### src/rtl/fp_div_pkg.sv
// Shared definitions for the approximate FP divider front end and the divider itself.
package fp_div_pkg;

  localparam int unsigned OP_W     = 8;
  localparam int unsigned CYC_W    = 5;
  localparam int unsigned MAX_CYC  = 7;
  localparam int unsigned NUM_KEYS = 4;

  typedef enum logic [2:0] {
    ST_IDLE  = 3'd0,
    ST_CLEAR = 3'd1,
    ST_RUN   = 3'd2,
    ST_DONE  = 3'd3,
    ST_ERR   = 3'd4
  } state_t;

endpackage

### src/rtl/key_debouncer.sv
// Two-FF synchronizer plus stability counter; emits a one-cycle pulse on an accepted high->low change.
module key_debouncer #(
  parameter int unsigned DEBOUNCE_CYCLES = 500000,
  parameter logic        RST_LEVEL       = 1'b1
) (
  input  logic clk,
  input  logic rst,
  input  logic raw,
  output logic level,
  output logic press
);

  localparam int unsigned CNT_W = (DEBOUNCE_CYCLES > 1) ? $clog2(DEBOUNCE_CYCLES) : 1;
  localparam logic [CNT_W-1:0] CNT_LAST = CNT_W'(DEBOUNCE_CYCLES - 1);

  logic             sync_q1;
  logic             sync_q2;
  logic [CNT_W-1:0] cnt;

  // A single-bit level can only change back to the accepted value, so a mismatch run is the stable run.
  always_ff @(posedge clk or posedge rst) begin
    if (rst) begin
      sync_q1 <= RST_LEVEL;
      sync_q2 <= RST_LEVEL;
      level   <= RST_LEVEL;
      cnt     <= '0;
      press   <= 1'b0;
    end else begin
      sync_q1 <= raw;
      sync_q2 <= sync_q1;
      press   <= 1'b0;
      if (sync_q2 == level) begin
        cnt <= '0;
      end else if (cnt == CNT_LAST) begin
        level <= sync_q2;
        cnt   <= '0;
        press <= level;
      end else begin
        cnt <= cnt + 1'b1;
      end
    end
  end

endmodule

### src/rtl/fp_div_operand_sequencer.sv
// Latches divider operands from debounced board keys and sequences one reset cycle plus cyc+1 step enables.
module fp_div_operand_sequencer #(
  parameter int unsigned DEBOUNCE_CYCLES = 500000,
  parameter int unsigned MAX_CYC         = fp_div_pkg::MAX_CYC
) (
  input  logic       clk,
  input  logic       rst,
  input  logic [3:0] key_n,
  input  logic [9:0] sw,
  output logic [7:0] a_out,
  output logic [7:0] b_out,
  output logic [4:0] cyc_out,
  output logic       div_rst,
  output logic       div_step,
  output logic       busy,
  output logic       done,
  output logic       err
);

  import fp_div_pkg::*;

  state_t               state;
  logic [CYC_W-1:0]     step_cnt;
  logic [NUM_KEYS-1:0]  key_press;
  logic [NUM_KEYS-1:0]  key_level_unused;
  logic                 soft_clr;
  logic                 clr_press_unused;
  logic                 sw8_unused;
  logic                 start_illegal;
  logic                 any_load;

  assign sw8_unused = sw[8];

  for (genvar i = 0; i < NUM_KEYS; i++) begin : g_key
    key_debouncer #(
      .DEBOUNCE_CYCLES(DEBOUNCE_CYCLES),
      .RST_LEVEL      (1'b1)
    ) u_key_db (
      .clk  (clk),
      .rst  (rst),
      .raw  (key_n[i]),
      .level(key_level_unused[i]),
      .press(key_press[i])
    );
  end

  // Soft clear is a slide switch, not a bouncing key: synchronize it and accept it on the next cycle.
  key_debouncer #(
    .DEBOUNCE_CYCLES(1),
    .RST_LEVEL      (1'b0)
  ) u_clr_db (
    .clk  (clk),
    .rst  (rst),
    .raw  (sw[9]),
    .level(soft_clr),
    .press(clr_press_unused)
  );

  assign start_illegal = (b_out == '0) || (cyc_out == '0) || (cyc_out > CYC_W'(MAX_CYC));
  assign any_load      = |key_press[2:0];

  always_ff @(posedge clk or posedge rst) begin
    if (rst) begin
      state    <= ST_IDLE;
      a_out    <= '0;
      b_out    <= '0;
      cyc_out  <= CYC_W'(1);
      step_cnt <= '0;
      div_rst  <= 1'b0;
      div_step <= 1'b0;
      busy     <= 1'b0;
      done     <= 1'b0;
      err      <= 1'b0;
    end else if (soft_clr) begin
      state    <= ST_IDLE;
      a_out    <= '0;
      b_out    <= '0;
      cyc_out  <= CYC_W'(1);
      step_cnt <= '0;
      div_rst  <= 1'b0;
      div_step <= 1'b0;
      busy     <= 1'b0;
      done     <= 1'b0;
      err      <= 1'b0;
    end else begin
      div_rst  <= 1'b0;
      div_step <= 1'b0;
      unique case (state)
        ST_IDLE, ST_DONE, ST_ERR: begin
          if (any_load) begin
            state <= ST_IDLE;
            done  <= 1'b0;
            err   <= 1'b0;
            if (key_press[0])      a_out   <= sw[7:0];
            else if (key_press[1]) b_out   <= sw[7:0];
            else                   cyc_out <= sw[4:0];
          end else if (key_press[3]) begin
            done <= 1'b0;
            if (start_illegal) begin
              state <= ST_ERR;
              err   <= 1'b1;
            end else begin
              state    <= ST_CLEAR;
              err      <= 1'b0;
              div_rst  <= 1'b1;
              busy     <= 1'b1;
              step_cnt <= '0;
            end
          end
        end
        ST_CLEAR: begin
          state    <= ST_RUN;
          div_step <= 1'b1;
        end
        // The cycle whose count equals cyc_out carries the last step pulse.
        ST_RUN: begin
          if (step_cnt == cyc_out) begin
            state <= ST_DONE;
            busy  <= 1'b0;
            done  <= 1'b1;
          end else begin
            step_cnt <= step_cnt + 1'b1;
            div_step <= 1'b1;
          end
        end
        default: state <= ST_IDLE;
      endcase
    end
  end

endmodule

### config.mk
export PLATFORM = sky130hd
export DESIGN_NAME = fp_div_operand_sequencer
export DESIGN_NICKNAME = d
export VERILOG_FILES = /design/src/rtl/fp_div_pkg.sv /design/src/rtl/key_debouncer.sv /design/src/rtl/fp_div_operand_sequencer.sv
export SDC_FILE = /design/constraint.sdc
export NUM_CORES = 1
export LEC_CHECK = 0
export CORE_MARGIN = 2
export CORE_UTILIZATION = 53
export CTS_CLUSTER_SIZE = 40
export DETAILED_ROUTE_END_ITERATION = 8
export PLACE_DENSITY_LB_ADDON = 0.15
export REMOVE_ABC_BUFFERS = 1
export SLEW_MARGIN = 20
export SYNTH_ARGS = -nofsm -noshare
export SYNTH_HDL_FRONTEND = slang
export SYNTH_SLANG_ARGS = --single-unit
### constraint.sdc
create_clock -name clk -period 4.9 [get_ports clk]
set_input_delay 0.98 -clock clk [delete_from_list [all_inputs] [get_ports clk]]
set_output_delay 0.98 -clock clk [all_outputs]
set_load 0.01 [all_outputs]
==> results.cfg <==
[setup_path]
required_ns = 3.92
timing.rr.end = g_key[1].u_key_db.cnt[18]$_DFF_PP0_
critPathMaxFanout = 5
regToRegSetupSlack_ns = 2.71
worstRegToRegCells = 4
worstSetupPathType = reg2out
max_stage_delay_ns = 0.58
slowest_stage = dfstp_2
worstPathCellList = clkdlybuf4s50_1
start_kind = flop
reg2reg_from = g_key[1].u_key_db.cnt[14]$_DFF_PP0_
arrival_ns = 1.66
path_delay_family = flip-flops
critPathCaptureType = primary output
path_buf_inv = 1

[route]
num_vias = 4310
wl_met2_um = 5760
met1_length_um = 5280
wl_per_cell_um = 15.2
drtAntennaViolNets = 0
wl_met3_um = 555
drc = 0
dr.pass1.iters = 4
wirelength_um = 11800
first_iter_violations = 263
vias_per_cell = 5.53
dr.max_layer_used = met4

[synthesis]
yosys-top-cells-count = dfrtp_1, nor2_1, nand2_1
syn_area_mm2 = 0.00592
ys_warn_count = 0
synth_edf_count = 0
synth.area.mux_share_pct = 2.79
yosysTopAreaCell = dfrtp_1
synth-seq-cells = 129
synth.distinct_cells = 50
ys_seq_area_share_pct = 54.8
synth_fa_ha_area_share_pct = 1.06
netlist_instances = 584
avgSynthCellArea_um2 = 10.1
synth_async_sr_flop_share_pct = 100
synthFlopType = dfrtp_1
yosys.area_share.simple_pct = 23.4
netlist.area_leader.share_pct = 49.0
synth_compound_gate_area_share_pct = 4.12
synth_top_family_by_area = simple AND/OR/NAND/NOR gates
synth_area_leaders = dfrtp_1, nor2_1, xor2_1
synth_xor_area_share_pct = 11.4

[cells_and_area]
n_antenna_cell = 0
final_cells = 780
fin_nets = 648
drive_gt1_share_pct = 8.75
syn_to_final_growth_pct = 18.6

[grt]
grt_antenna_before_repair = 0
grt_pass1_vias = 4265
grt_overflow_total = 0
grt_use_total_pct = 21.8
grt_max_degree = 78
grt_pass1_wl_um = 20000

[clock_network]
cts_tree = done
postCtsSetupBuffers = 0
cts_resized = 0
root_buffer = clkbuf_8
clk_pin_slew_ns = 0.06
cts_buffer_depth = 2
clk_latency_ns = 0.53
cts_hold_buffers = 0
htreeDepth = 4
cts_sinks = 129
cts_buffers = 17

[floorplan]
dieArea_mm2 = 0.0120
rows = 38
core_mm2 = 0.0109
ios = 42
die_w_um = 110
fp.dieH_um = 110
start_util_pct = 54.4

[power]
totalPowerFinal_mw = 2.65
leakagePower_nw = 3.01
power.density_mw_per_mm2 = 378
ir_drop_mv = 0.225

[timing]
max_freq_ghz = 0.379
finalCriticalPeriod_ns = 2.64
clock_skew_ns = 0.00843
setup_tns_ns = 0
finalMaxSlewViolations = 0
fin_crit_sh_pct = 53.8
holdWs_ns = 0.348
slew-limit-headroom_pct = 36.9
hold_viol = 0
worstMarginPinSlew_ns = 0.946
rsz0062_at_grt = false
setup_viol = 0

[outcome]
status = finished, final reports clean

[worst_hold_path]
hold_path_class = reg2reg
hold_end = u_clr_db.sync_q2$_DFF_PP0_
holdPathStages = 0
worstHoldStart = u_clr_db.sync_q1$_DFF_PP0_

[place]
gp_congestion = 0.810
place_inst = 748
io_buffers = 40
post-dp-hpwl_um = 8090

[job]
cap_violations = 0
## cell type report
type | count | area, um^2
Clock inverter | 10 | 133
Sequential cell | 129 | 3240
Multi-Input combinational cell | 425 | 2540
Fill cell | 850 | 3860
Tap cell | 140 | 175
Inverter | 13 | 51.3
Clock buffer | 22 | 463
Timing Repair Buffer | 41 | 420
## per-stage QoR
stage                     cell area [um^2]  setup slack (ns)  utilization (%)
after CTS                             7020              2.23             64.5
after global placement                6430              2.55             59.0
after detailed placement              6430              2.54             59.0
after floorplan                       5830             0.501                -
after global routing                  7020              2.19             64.5
final                                 7020              2.26             64.5
## how the worst max path moves through the flow
stage          cells past startpoint                    from                     end  slack, ns
3_3_place_gp                       3                     rst  cyc_out[0]$_DFFE_PP1P_       2.55
5_1_grt                            1  cyc_out[0]$_DFFE_PP1P_              cyc_out[0]       2.19
3_5_place_dp                       3                     rst  cyc_out[0]$_DFFE_PP1P_       2.54
4_1_cts                            1  cyc_out[0]$_DFFE_PP1P_              cyc_out[0]       2.23
6_report                           1  cyc_out[0]$_DFFE_PP1P_              cyc_out[0]       2.26
2_1_floorplan                      1                     rst    a_out[0]$_DFFE_PP0P_       0.50
## cells in the final DEF, fill, tap and decap left out, drive strengths merged, types with 10 or more instances in the layout
master,n
xor2,40
nand3,44
nor2,116
nor3,15
clkbuf,22
inv,13
a21oi,11
xnor2,37
nand2,47
dfrtp,116
clkdlybuf4s50,40
and3,12
nand4,12
mux2i,12
dfstp,13
nor4,10
## registers in the layout, indices dropped and copies added (netlist names), 3 cells and up
signal	cells
g_key.u_key_db.level	4
g_key.u_key_db.press	4
g_key.u_key_db.sync_q1	4
g_key.u_key_db.cnt	76
b_out	8
g_key.u_key_db.sync_q2	4
a_out	8
state	3
cyc_out	5
step_cnt	5
## per-layer routing
layer,vias to the layer above,track usage [%]
met3,21,6.82
li1,2076,-
met1,2131,27.5
met4,0,8.77
met2,82,35.0
met5,-,0
## logic make-up (layout without fill, tap and decap cells)
kind of cell | after synthesis | in the layout
buf+inv | 30 | 86
simple gates | 290 | 290
fa+ha+maj | 5 | 5
flops | 129 | 129
compound gates | 37 | 37
xor+xnor | 77 | 77
mux | 16 | 16
## report_power, final
group	internal (mW)	switching, mW	total (mW)
clock	0.811	0.449	1.26
sequential	1.11	0.0483	1.15
combinational	0.0930	0.145	0.238
(Power assumes the default switching activity.)
